### src/rtl/uart_rx_ctrl_pkg.sv
// Shared constants for the UART receive controller: config-FSM state codes,
// legal prescale values and reset defaults.
package uart_rx_ctrl_pkg;

    localparam logic [2:0] C_IDLE  = 3'd0;
    localparam logic [2:0] C_WAIT  = 3'd1;
    localparam logic [2:0] C_GATE  = 3'd2;
    localparam logic [2:0] C_APPLY = 3'd3;
    localparam logic [2:0] C_ACK   = 3'd4;

    localparam logic [5:0] PRESCALE_8  = 6'd8;
    localparam logic [5:0] PRESCALE_16 = 6'd16;
    localparam logic [5:0] PRESCALE_32 = 6'd32;

    localparam int unsigned PRESCALE_RST_DEF = 8;
    localparam bit          PAR_EN_RST_DEF   = 1'b1;
    localparam bit          PAR_TYP_RST_DEF  = 1'b0;

    function automatic logic prescale_legal(input logic [5:0] p);
        return (p == PRESCALE_8) || (p == PRESCALE_16) || (p == PRESCALE_32);
    endfunction

endpackage

### src/rtl/uart_rx_fifo.sv
// Synchronous byte FIFO with wrap-bit pointers; reports a single-cycle pulse
// whenever a push is dropped because the FIFO is full and not being popped.
module uart_rx_fifo #(
    parameter int unsigned DATA_W = 8,
    parameter int unsigned DEPTH  = 8
) (
    input  logic              CLK,
    input  logic              RST,
    input  logic              push,
    input  logic [DATA_W-1:0] wdata,
    input  logic              pop,
    output logic [DATA_W-1:0] rdata,
    output logic              empty,
    output logic              full,
    output logic              ovf_pulse
);

    localparam int unsigned AW = $clog2(DEPTH);

    logic [AW:0]       wptr_q, rptr_q;
    logic [DATA_W-1:0] mem_q [DEPTH];
    logic              do_push, do_pop;

    assign empty = (wptr_q == rptr_q);
    assign full  = (wptr_q[AW] != rptr_q[AW]) && (wptr_q[AW-1:0] == rptr_q[AW-1:0]);

    // A pop in the same cycle frees the slot, so a push into a full FIFO still lands.
    assign do_pop    = pop && !empty;
    assign do_push   = push && (!full || do_pop);
    assign ovf_pulse = push && full && !do_pop;

    assign rdata = mem_q[rptr_q[AW-1:0]];

    always_ff @(posedge CLK or negedge RST) begin
        if (!RST) begin
            wptr_q <= '0;
            rptr_q <= '0;
        end else begin
            if (do_push) wptr_q <= wptr_q + (AW+1)'(1);
            if (do_pop)  rptr_q <= rptr_q + (AW+1)'(1);
        end
    end

    always_ff @(posedge CLK) begin
        if (do_push) mem_q[wptr_q[AW-1:0]] <= wdata;
    end

endmodule

### src/rtl/uart_rx_ctrl.sv
// UART receive controller: frame qualification, receive FIFO and between-frame
// config switching. Define UART_RX_ERR_CNT_EN to build the error-frame counters.
module uart_rx_ctrl
    import uart_rx_ctrl_pkg::*;
#(
    parameter int unsigned DATA_W       = 8,
    parameter int unsigned DEPTH        = 8,
    parameter int unsigned PRESCALE_RST = PRESCALE_RST_DEF,
    parameter bit          PAR_EN_RST   = PAR_EN_RST_DEF,
    parameter bit          PAR_TYP_RST  = PAR_TYP_RST_DEF
) (
    input  logic              CLK,
    input  logic              RST,
    input  logic              rx_busy,
    input  logic              rx_stop_strobe,
    input  logic [DATA_W-1:0] rx_p_data,
    input  logic              rx_par_err,
    input  logic              rx_stop_err,
    output logic              rx_en,
    output logic [5:0]        prescale,
    output logic              par_en,
    output logic              par_typ,
    input  logic              cfg_req,
    input  logic [5:0]        cfg_prescale,
    input  logic              cfg_par_en,
    input  logic              cfg_par_typ,
    output logic              cfg_ack,
    output logic              cfg_err,
    input  logic              rd_en,
    output logic [DATA_W-1:0] rd_data,
    output logic              rd_empty,
    output logic              rd_full,
    output logic              ovf,
    input  logic              ovf_clr,
    output logic [7:0]        par_err_cnt,
    output logic [7:0]        stop_err_cnt
);

    // ---------------- frame qualification ----------------
    logic eval_q;
    logic good_push;
    logic fifo_ovf;
    logic ovf_q;

    // One-cycle delay so the checker flags have settled when sampled.
    always_ff @(posedge CLK or negedge RST) begin
        if (!RST) eval_q <= 1'b0;
        else      eval_q <= rx_stop_strobe;
    end

    assign good_push = eval_q && !rx_par_err && !rx_stop_err;

    uart_rx_fifo #(
        .DATA_W (DATA_W),
        .DEPTH  (DEPTH)
    ) u_fifo (
        .CLK       (CLK),
        .RST       (RST),
        .push      (good_push),
        .wdata     (rx_p_data),
        .pop       (rd_en),
        .rdata     (rd_data),
        .empty     (rd_empty),
        .full      (rd_full),
        .ovf_pulse (fifo_ovf)
    );

    // A new overflow wins over a same-cycle clear.
    always_ff @(posedge CLK or negedge RST) begin
        if (!RST)          ovf_q <= 1'b0;
        else if (fifo_ovf) ovf_q <= 1'b1;
        else if (ovf_clr)  ovf_q <= 1'b0;
    end

    assign ovf = ovf_q;

`ifdef UART_RX_ERR_CNT_EN
    logic [7:0] par_cnt_q, stop_cnt_q;

    always_ff @(posedge CLK or negedge RST) begin
        if (!RST) begin
            par_cnt_q  <= '0;
            stop_cnt_q <= '0;
        end else if (eval_q) begin
            if (rx_par_err && (par_cnt_q != 8'hFF))   par_cnt_q  <= par_cnt_q + 8'd1;
            if (rx_stop_err && (stop_cnt_q != 8'hFF)) stop_cnt_q <= stop_cnt_q + 8'd1;
        end
    end

    assign par_err_cnt  = par_cnt_q;
    assign stop_err_cnt = stop_cnt_q;
`else
    assign par_err_cnt  = '0;
    assign stop_err_cnt = '0;
`endif

    // ---------------- config FSM ----------------
    logic [2:0] state_q, state_d;
    logic       rx_en_q, rx_en_d;
    logic       cfg_ack_q, cfg_ack_d;
    logic       cfg_err_q, cfg_err_d;
    logic       load_shadow, apply;
    logic [5:0] sh_prescale_q, prescale_q;
    logic       sh_par_en_q, sh_par_typ_q, par_en_q, par_typ_q;

    always_comb begin
        state_d     = state_q;
        rx_en_d     = 1'b1;
        cfg_ack_d   = 1'b0;
        cfg_err_d   = 1'b0;
        load_shadow = 1'b0;
        apply       = 1'b0;
        unique case (state_q)
            C_IDLE: begin
                if (cfg_req) begin
                    if (!prescale_legal(cfg_prescale)) begin
                        state_d   = C_ACK;
                        cfg_ack_d = 1'b1;
                        cfg_err_d = 1'b1;
                    end else begin
                        state_d     = C_WAIT;
                        load_shadow = 1'b1;
                    end
                end
            end
            C_WAIT: begin
                if (!rx_busy) begin
                    state_d = C_GATE;
                    rx_en_d = 1'b0;
                end
            end
            C_GATE: begin
                // A frame may have started on the gating boundary; let it finish.
                if (rx_busy) begin
                    state_d = C_WAIT;
                end else begin
                    state_d = C_APPLY;
                    rx_en_d = 1'b0;
                end
            end
            C_APPLY: begin
                apply     = 1'b1;
                state_d   = C_ACK;
                cfg_ack_d = 1'b1;
            end
            C_ACK: begin
                state_d = C_IDLE;
            end
            default: begin
                state_d = C_IDLE;
            end
        endcase
    end

    always_ff @(posedge CLK or negedge RST) begin
        if (!RST) begin
            state_q       <= C_IDLE;
            rx_en_q       <= 1'b1;
            cfg_ack_q     <= 1'b0;
            cfg_err_q     <= 1'b0;
            sh_prescale_q <= 6'(PRESCALE_RST);
            sh_par_en_q   <= PAR_EN_RST;
            sh_par_typ_q  <= PAR_TYP_RST;
            prescale_q    <= 6'(PRESCALE_RST);
            par_en_q      <= PAR_EN_RST;
            par_typ_q     <= PAR_TYP_RST;
        end else begin
            state_q   <= state_d;
            rx_en_q   <= rx_en_d;
            cfg_ack_q <= cfg_ack_d;
            cfg_err_q <= cfg_err_d;
            if (load_shadow) begin
                sh_prescale_q <= cfg_prescale;
                sh_par_en_q   <= cfg_par_en;
                sh_par_typ_q  <= cfg_par_typ;
            end
            if (apply) begin
                prescale_q <= sh_prescale_q;
                par_en_q   <= sh_par_en_q;
                par_typ_q  <= sh_par_typ_q;
            end
        end
    end

    assign rx_en    = rx_en_q;
    assign cfg_ack  = cfg_ack_q;
    assign cfg_err  = cfg_err_q;
    assign prescale = prescale_q;
    assign par_en   = par_en_q;
    assign par_typ  = par_typ_q;

endmodule

### config.mk
export PLATFORM = sky130hd
export DESIGN_NAME = uart_rx_ctrl
export DESIGN_NICKNAME = d
export VERILOG_FILES = /design/src/rtl/uart_rx_ctrl_pkg.sv /design/src/rtl/uart_rx_fifo.sv /design/src/rtl/uart_rx_ctrl.sv
export SDC_FILE = /design/constraint.sdc
export NUM_CORES = 1
export LEC_CHECK = 0
export ABC_CLOCK_PERIOD_IN_PS = 2800
export CAP_MARGIN = 10
export CORE_ASPECT_RATIO = 0.9
export CORE_MARGIN = 2
export CORE_UTILIZATION = 30
export DETAILED_ROUTE_END_ITERATION = 8
export HOLD_SLACK_MARGIN = 0.1
export PLACE_DENSITY = 0.56
export SKIP_LAST_GASP = 1
export SLEW_MARGIN = 40
export SYNTH_ARGS = -nofsm -noshare
export SYNTH_HDL_FRONTEND = slang
export SYNTH_SLANG_ARGS = --single-unit
export TNS_END_PERCENT = 50
### constraint.sdc
create_clock -name CLK -period 2.8 [get_ports CLK]
set_input_delay 0.56 -clock CLK [delete_from_list [all_inputs] [get_ports CLK]]
set_output_delay 0.56 -clock CLK [all_outputs]
set_load 0.02 [all_outputs]
==> metrics list <==
- Status: complete, but fails checks
- Violations in the final reports: setup timing
- Weighted congestion reported at the end of routability-driven placement: 0.7061
- For this design the static power due to leakage is 1.890 nW.
- Tcrit/Tclk final: 100.0%
- Flop and latch count out of synthesis: 96
- Wire length of the first global-routing pass: 10760 µm
- Area of the multi-input gates: 0.001167 mm²
- Transition time at the pin with the least slew margin: 0.5134 ns
- The worst register-to-register path begins at u_fifo.rptr_q[0].
- Largest stage delay, worst path: 0.54 ns
* Post-Synthesis Cells: 224
* Sequential-to-total area share from yosys stat: 67.00%
* Worst slack after detailed placement: 0.2679 ns
- Die Y-Extent: 114.5 µm
- Cell types with the highest counts after synthesis: edfxtp_1 (64), dfrtp_1 (27), buf_4 (16)
* Crit path max fanout: 20
* Boundary Pins: 63
- In this design, the largest share of critical-path delay is due to multiplexers.
* Antenna Cells: 0
- Worst reg2reg path depth: 6
- TritonCTS built the clock tree.
- For the worst setup path, the data arrival time is 2.24 ns.
* Cell depth of the worst min-delay path: 1
- DIE AREA: 0.01452 mm²
* DRT Pass-1 Iters: 4
- Register clock-pin slew on the reported worst setup and hold paths: 0.06 ns
- Post-Place Cell Area: 0.004696 mm²
- Final Routed Wirelength: 6703 µm
- Count of flip-flops with a built-in enable after synthesis: 64
- Critical path type: flop to primary output
* Later-pin clock latency in the skew report: 0.33 ns
- Remaining max-slew budget at the tightest pin: 65.67%
- For this run, the top clock speed supported by timing is 357.1 MHz.
- In this run the cell area of the synthesized design comes to 0.004073 mm².
- Leading area contributor after synthesis: edfxtp_1
- Final critical delay including setup and external delays: 2.800 ns
- The sequential cells in the finished layout cover a total of 0.002729 mm².
- Unrepaired setup endpoints after global routing: yes
- At the end of the flow, the number of nets in the layout was 310.
- CTS HTree Levels: 3
- Once detailed placement completed, the half-perimeter wirelength came to 4479 µm.
- Via count: 1982
- Together, buffers and inverters on the worst path number 2.
- After global routing the overflow that remains totals 0.
- The critical path starts at u_fifo.rptr_q[0].
- Critical path, cell by cell: buf_12 -> mux4_2 -> mux2_4 -> clkdlybuf4s50_1
- The clock drives 96 sinks.
* Area share of the leading cell type in the synthesized netlist: 47.19%
- The worst register-to-register path ends at u_fifo.mem_q[3][4].
* Number of global-route vias before repair: 2007
- After detailed routing, the number of remaining DRC violations is 0.
- Each instance of the synthesized netlist takes up on average 18.18 µm².
* Class of the worst hold path: flop to flop
- Among all flip-flop cells after synthesis, the most frequent one is edfxtp_1.
- Worst-case vdd ir drop: 0.2817 mV
- The count of nets left with antenna violations once routing finished came out at 0.
* Initial antenna violation count: 0
* Hold wc startpoint: sh_prescale_q[2]
- Util after Layout: 37.53%
- The initial utilization of the core area, before any placement, comes to 30.59%.
* Worst clock skew: 0.004126 ns
- Setup slack on the worst reg-to-reg path comes out at 0.91 ns.
* Pin count of the biggest net entering global routing: 33
* Proportion of layout cells with a drive suffix above 1: 25.35%
- Finished layout cell area: 0.004996 mm²
- Port buffering added 46 buffers.
* Hold buffer count at cts: 0
- The die is 126.8 µm wide.
- Final-report hold violation count: 0
- Core region area: 0.01331 mm²
- Max stage delay cell, worst path: clkdlybuf4s50_1
- The floorplan has 40 rows.
- In the post-route analysis, the smallest setup slack over all paths is -0.0003491 ns.
- Global routing used 9.854% of the available tracks across all layers.
- Final hold analysis gives a worst-case slack of 0.4790 ns.
* Category of the worst setup path launch point: flop
* Routed vias/inst: 4.346
- The area growth from synthesis to layout is 22.67%.
* Violation count after the first detailed-routing iteration: 104
- Sorting the synthesized cells by area gives the leading types as edfxtp_1 (47%), dfrtp_1 (17%), mux4_2 (7.2%).
- The tool flagged a number of max-cap violations equal to 0.
- Max-slew violation total from the final report: 0
* Type of element capturing the critical path: primary output
- Total setup buffers inserted after CTS: 0
- Setup violations remaining at the end of the flow were counted as 1.
* Deepest clock path buffer count: 2
- After synthesis, the netlist uses 42 different library cells.
- CP required: 2.24 ns
- In the post-synthesis netlist, the cell with the most instances is edfxtp_1.
- Detail-routed net length per standard cell: 14.70 µm
- Pwr per Cell Area: 932.1 mW/mm²
- Counting the buffers created by CTS gives 9.
- For this run, the number of Yosys warnings is 0.
- End point of the worst hold path: sh_prescale_q[2]
- For this run, asynchronously set or reset flops after synthesis account for 33.33%.
* Cell at the root of the clock tree: clkbuf_16
- The filler cells instantiated in the layout total 1255.
==> layout make-up <==
type | count | area share (%)
well taps | 168 | 4.207
inverters | 7 | 0.5259
flip-flops and latches | 96 | 54.62
clock buffers | 12 | 4.934
multi-input cells | 111 | 23.37
clock inverters | 4 | 1.077
repair buffers | 58 | 11.27
==> layout by cell type (no fill, tap or decap), drive strengths merged, types with 6 or more instances in the layout <==
| cell | n |
|---|---|
| clkdlybuf4s50 | 40 |
| nor3 | 6 |
| clkbuf | 12 |
| conb | 16 |
| xnor2 | 9 |
| mux2 | 23 |
| mux4 | 16 |
| buf | 12 |
| nand2b | 6 |
| edfxtp | 64 |
| nor2 | 6 |
| inv | 8 |
| dfrtp | 27 |
==> worst register-to-register path, cell delays in order, from the launching register on <==
cell and delay [ns]:
dfrtp_1 0.40, buf_12 0.18, xnor2_2 0.27, nand4_4 0.18, o211ai_1 0.32, nor2_1 0.10, buf_4 0.20
==> per-layer routing <==
layer | track usage [%] | share of wire [%]
met1 | 12.58 | 46
met5 | 0 | 0
met3 | 1.869 | 2.5
met4 | 4.615 | 1.8
met2 | 16.34 | 50
==> cells by family after synthesis <==
logic type	count (synthesis)	synth area share (%)
AO/OA/AOI/OAI	10	2.027
XOR/XNOR	13	3.533
adder cells (fa/ha/maj)	2	0.6143
buffers and inverters	32	5.714
flip-flops	96	67.00
multiplexers	39	16.31
other	1	0.09208
AND/OR/NAND/NOR	31	4.700
==> metrics by stage <==
| stage | setup TNS, ns | cells | power [W] |
|---|---|---|---|
| final | -0.0003491 | 456 | 0.004657 |
| after global routing | -0.1255 | 456 | 0.004918 |
| after CTS | -0.07616 | 456 | 0.004724 |
| after detailed placement | 0 | 440 | 0.003542 |
| after global placement | 0 | 440 | 0.003521 |
| after floorplan | 0 | 239 | 0.003102 |
==> how the worst max path moves through the flow <==
| stage | end | slack (ns) | cells after the start |
|---|---|---|---|
| 6_report | rd_data[7] | -0.0003 | 4 |
| 5_1_grt | rd_data[7] | -0.07 | 4 |
| 4_1_cts | rd_data[7] | -0.02 | 4 |
| 3_5_place_dp | rd_data[2] | 0.27 | 4 |
| 3_3_place_gp | rd_data[2] | 0.28 | 4 |
| 2_1_floorplan | u_fifo.mem_q[0][0] | 0.54 | 3 |
==> sequential cells by signal (all words and copies together) (netlist names) <==
signal and flops:
u_fifo.rptr_q 4, u_fifo.mem_q 64, eval_q 1, prescale 6
rx_en 1, u_fifo.wptr_q 4, sh_par_typ_q 1, sh_par_en_q 1
state_q 3, par_en 1, sh_prescale_q 6, cfg_ack 1
par_typ 1, cfg_err 1, ovf 1
==> repair_timing <==
item                                    CTS  global route
pin swaps                                 0             0
resized for setup                         4             2
endpoints found under the setup margin    8             4
cloned                                    0             0
==> power by group <==
part / leakage, nW / internal [W] / switching (W)
clock network: 0.139 / 0.000720 / 0.000493
logic: 0.773 / 0.000848 / 0.000729
registers: 0.978 / 0.00171 / 0.000157
total: 1.89 / 0.00328 / 0.00138
(Power assumes the default switching activity.)
